[src/rtl/program_loader.sv]
// ============================================================================
// Module   : program_loader
// Purpose  : Loads a length-prefixed little-endian word stream into instruction
//            memory, holding the CPU in reset until the load completes.
//            Optional trailing XOR checksum: PROGRAM_LOADER_CHECKSUM_EN.
// Revision : 1.0 - initial release
// ============================================================================
`default_nettype none

module program_loader #(
  parameter logic [63:0] BASE_ADDRESS = 64'h0
) (
  input  logic        clock,
  input  logic        reset,
  input  logic        in_valid,
  input  logic [7:0]  in_data,
  output logic        in_ready,
  output logic        write,
  output logic [63:0] output_address,
  output logic [31:0] output_data,
  output logic        cpu_reset,
  output logic        done,
  output logic        error
);

`ifdef PROGRAM_LOADER_CHECKSUM_EN
  typedef enum logic [2:0] {
    LEN_HI = 3'd0,
    LEN_LO = 3'd1,
    DATA   = 3'd2,
    CHECK  = 3'd3,
    DONE   = 3'd4,
    ERROR  = 3'd5
  } state_t;
`else
  typedef enum logic [2:0] {
    LEN_HI = 3'd0,
    LEN_LO = 3'd1,
    DATA   = 3'd2,
    DONE   = 3'd4
  } state_t;
`endif

  state_t      r_state;
  logic [15:0] r_count;
  logic [15:0] r_index;
  logic [1:0]  r_byte;
  logic [23:0] r_buf;
  logic        r_ready;
  logic        r_write;
  logic [63:0] r_addr;
  logic [31:0] r_data;
  logic        r_cpu_reset;
  logic        r_done;
`ifdef PROGRAM_LOADER_CHECKSUM_EN
  logic [7:0]  r_csum;
  logic        r_error;
`endif

  logic        w_xfer;
  logic        w_last_word;
  logic [63:0] w_addr;
  logic [15:0] w_len;

  assign w_xfer      = in_valid & r_ready;
  assign w_last_word = (r_index == (r_count - 16'd1));
  assign w_addr      = BASE_ADDRESS + {46'd0, r_index, 2'b00};
  assign w_len       = {r_count[15:8], in_data};

  always_ff @(posedge clock) begin
    if (reset) begin
      r_state     <= LEN_HI;
      r_count     <= 16'd0;
      r_index     <= 16'd0;
      r_byte      <= 2'd0;
      r_buf       <= 24'd0;
      r_ready     <= 1'b1;
      r_write     <= 1'b0;
      r_addr      <= 64'd0;
      r_data      <= 32'd0;
      r_cpu_reset <= 1'b1;
      r_done      <= 1'b0;
`ifdef PROGRAM_LOADER_CHECKSUM_EN
      r_csum      <= 8'd0;
      r_error     <= 1'b0;
`endif
    end else begin
      r_write <= 1'b0;
      if (w_xfer) begin
        case (r_state)
          LEN_HI: begin
            r_count[15:8] <= in_data;
            r_state       <= LEN_LO;
          end
          LEN_LO: begin
            r_count[7:0] <= in_data;
            if (w_len != 16'd0) begin
              r_state <= DATA;
            end else begin
`ifdef PROGRAM_LOADER_CHECKSUM_EN
              r_state <= CHECK;
`else
              r_state     <= DONE;
              r_ready     <= 1'b0;
              r_done      <= 1'b1;
              r_cpu_reset <= 1'b0;
`endif
            end
          end
          DATA: begin
            // Shift in LSB-first so the 4th byte completes {b3,b2,b1,b0}
            r_buf  <= {in_data, r_buf[23:8]};
            r_byte <= r_byte + 2'd1;
`ifdef PROGRAM_LOADER_CHECKSUM_EN
            r_csum <= r_csum ^ in_data;
`endif
            if (r_byte == 2'd3) begin
              r_write <= 1'b1;
              r_data  <= {in_data, r_buf};
              r_addr  <= w_addr;
              r_index <= r_index + 16'd1;
              if (w_last_word) begin
`ifdef PROGRAM_LOADER_CHECKSUM_EN
                r_state <= CHECK;
`else
                r_state     <= DONE;
                r_ready     <= 1'b0;
                r_done      <= 1'b1;
                r_cpu_reset <= 1'b0;
`endif
              end
            end
          end
`ifdef PROGRAM_LOADER_CHECKSUM_EN
          CHECK: begin
            r_ready <= 1'b0;
            if (in_data == r_csum) begin
              r_state     <= DONE;
              r_done      <= 1'b1;
              r_cpu_reset <= 1'b0;
            end else begin
              r_state <= ERROR;
              r_error <= 1'b1;
            end
          end
`endif
          default: begin
          end
        endcase
      end
    end
  end

  assign in_ready       = r_ready;
  assign write          = r_write;
  assign output_address = r_addr;
  assign output_data    = r_data;
  assign cpu_reset      = r_cpu_reset;
  assign done           = r_done;
`ifdef PROGRAM_LOADER_CHECKSUM_EN
  assign error          = r_error;
`else
  assign error          = 1'b0;
`endif

endmodule

`default_nettype wire

[config.mk]
export PLATFORM = sky130hd
export DESIGN_NAME = program_loader
export DESIGN_NICKNAME = d
export VERILOG_FILES = /design/src/rtl/program_loader.sv
export SDC_FILE = /design/constraint.sdc
export NUM_CORES = 1
export LEC_CHECK = 0
export CORE_MARGIN = 1.5
export CORE_UTILIZATION = 33
export DETAILED_ROUTE_END_ITERATION = 6
export GPL_ROUTABILITY_DRIVEN = 0
export HOLD_SLACK_MARGIN = 0.05
export PLACE_DENSITY = 0.55
export REMOVE_ABC_BUFFERS = 1
export SLEW_MARGIN = 20
export SYNTH_ARGS = -nofsm -noshare
export SYNTH_HDL_FRONTEND = slang
export SYNTH_SLANG_ARGS = --single-unit
export TNS_END_PERCENT = 100
[constraint.sdc]
create_clock -name clock -period 3.4 [get_ports clock]
set_clock_uncertainty 0.2 [all_clocks]
set_input_delay 1.02 -clock clock [delete_from_list [all_inputs] [get_ports clock]]
set_output_delay 1.02 -clock clock [all_outputs]
set_load 0.005 [all_outputs]
==> run metrics <==
outcome=finished, final reports clean; total grt overflow=0; slew margin rel.=a little over half; DRT met1 WL=5350 um; post-CTS setup buffer count=0; max incr delay on CP=0.58 ns; Post-DP Area=5730 sq um; num rows=45; synthesis-stage register bit count=112; max frequency=roughly 350 MHz; share of layout cells above drive strength 1=about 7.0%; maximum number of pins on one net before global-route repair=67; Worst-Skew Late Latency=0.36 ns; Mapped Avg Cell Area=8.03 sq um; vias in the first global route=3856; Main synth FF type=dfxtp_1; Post-Syn Area=5070 sq um; CP max-delay cell=or4_1; Final ANT Viol Nets=0; Hold Path Class=flop to flop; core area=~15000 sq um; die width=about 130 um; CTS H-Tree Depth=3; I/O Buffers=62; first-pass GRT wire length=roughly 19000 um; Initial Util=roughly a third; most frequent cells in the layout=nand2_1, dfxtp_1, a21oi_1, clkdlybuf4s50_1, conb_1; number of flops mapped to enable cells by yosys=0; worst vdd ir=0.259 mV; routed via count=4163; # hold bufs at CTS=0; Inserted Clock Buffers=9; DR vias/cell=4.76; CTS max path bufs=2; Setup crit end=r_state[2]; Post-Synthesis Cells=632; clock slew at reported path FFs=approximately 0.070 ns; Setup CP Type=input port to flop; final worst path period share=84.6%; setup TNS=0 ns; Die Y-Extent=127 um; # DRC=0; Slew Viols, Final=0; Worst R2R End=cpu_reset; RSZ-0062 raised after global routing=false; total die area=16100 sq um; Worst-Margin Slew=0.697 ns; maximum capacitance violations=0; commonest non-fill, non-tap cell in the layout=nand2_1; Req. time, crit path=between 3 and 4 ns; Total GRT Usage=around 15%; met3 WL=476 um; Nets=just under 700; startpoint types=input port; PD cells=458 nW/um^2; r2r startpoint=r_count[0]; Leakage=around 2.2 nW; Worst Path Arrival=roughly 3 ns; cells on worst reg2reg path=8; CP Max Fanout=3; worst path buffer plus inverter count=1; Top Metal Used=met4; first-pass iteration count of the detailed router=4; yosys warns=0; share of the synthesized area in the top cell type=44.2%; Seq/Total Area, Yosys=44.2%; routed wire length=11400 um; detailed placement HPWL=7940 um; Final Hold Viols=0; post-synthesis async set-or-reset flop share=0%; post-CTS sizing=0; IO Count=112; Setup Viol. Count Final=0; clk root buf=clkbuf_16; post-detailed-route wirelength per cell=13.0 um; Synth area leader=dfxtp_1; CTS sink count=112; CP top delay family=simple AND/OR/NAND/NOR gates; crit end category=flop; antenna violations before repair=0; min cycle time layout=2.88 ns; CTS tree=built; antenna fix cells=0; top cells by area, synth=dfxtp_1, nand2_1, a21oi_1; distinct cell type count of the synthesized netlist=55; worst reg-to-reg setup slack=0.70 ns; WL met2=5320 um; area grow syn2layout=19.0%; Critical Path Start=in_data[3]; cells along the critical path=clkdlybuf4s50_1, or4_1, nor3_1, nand4_1, o21bai_1, a31oi_1, a311oi_2; Crit. path cell count=7; Starting DRT DRC Count=227; Final Cell Area=around 6000 sq um
power by group:
group	internal [mW]	total [mW]	switching (mW)
clock network	0.581	1.09	0.510
registers	1.33	1.37	0.0392
logic	0.127	0.299	0.171
total	2.04	2.76	0.720
cells by family after synthesis:
family                     count (synthesis)  synth area share, %
muxes                                      9                 1.78
adders and majority gates                  3                0.740
xor gates and xnor gates                  34                 5.87
and+or+nand+nor                          267                 23.9
other                                      1               0.0739
buffers and inverters                     94                 10.8
AOI/OAI and AO/OA                        112                 12.7
DFF                                      112                 44.2
layer usage:
| metal | vias up | global-route usage [%] |
|---|---|---|
| met5 | - | 0 |
| met4 | 0 | 6.42 |
| met3 | 14 | 2.51 |
| met2 | 112 | 23.9 |
| met1 | 1933 | 18.8 |
| li1 | 2104 | - |
worst min-delay path by stage:
stage,to,depth (start not counted),from,slack [ns]
4_1_cts,output_data[3],2,output_data[3],0.26
3_5_place_dp,output_data[3],2,output_data[3],0.25
6_report,output_address[16],2,output_address[16],0.25
5_1_grt,r_buf[7],2,r_buf[7],0.27
2_1_floorplan,output_data[0],2,r_buf[0],0.23
3_3_place_gp,output_data[5],2,r_buf[5],0.24
sequential cells by signal, indices dropped and copies added (netlist names):
name / cells
r_count: 16
r_index: 16
r_byte: 2
output_address: 16
write: 1
done: 1
cpu_reset: 1
r_buf: 24
r_state: 3
output_data: 32
synth_stat cells, drive strengths merged (4+ instances only):
cell type,instances
nor4,4
clkbuf,35
buf,53
nand3,15
nor2,37
mux2i,9
dfxtp,112
xor2,21
xnor2,13
nand2,165
inv,6
nand4,14
a21oi,87
nor3,9
worst min-delay path: cells and delay by family (launching register included):
kind	cells	cell delay [ns]
flip-flops	1	0.31
AO/OA/AOI/OAI	1	0.05
AND/OR/NAND/NOR	1	0.05
final cells by class:
type,count,area (sq um)
clock buffers,9,225
clock inverters,7,77.6
fillers,1527,9050
inverters,6,22.5
multi-input cells,474,2470
flip-flops and latches,112,2240
well taps,188,235
repair buffers,78,763
stage by stage:
stage	utilization (%)	cells	setup slack, ns	hold WS (ns)	power, mW
floorplan	-	592	0.242	0.226	1.59
global placement	38.0	858	0.220	0.240	1.69
detailed placement	38.0	858	0.143	0.246	1.70
CTS	40.0	874	0.503	0.257	2.80
global route	40.0	874	0.421	0.274	2.88
finish	40.0	874	0.524	0.254	2.76
Note: power is estimated with default switching activity, not from simulation.
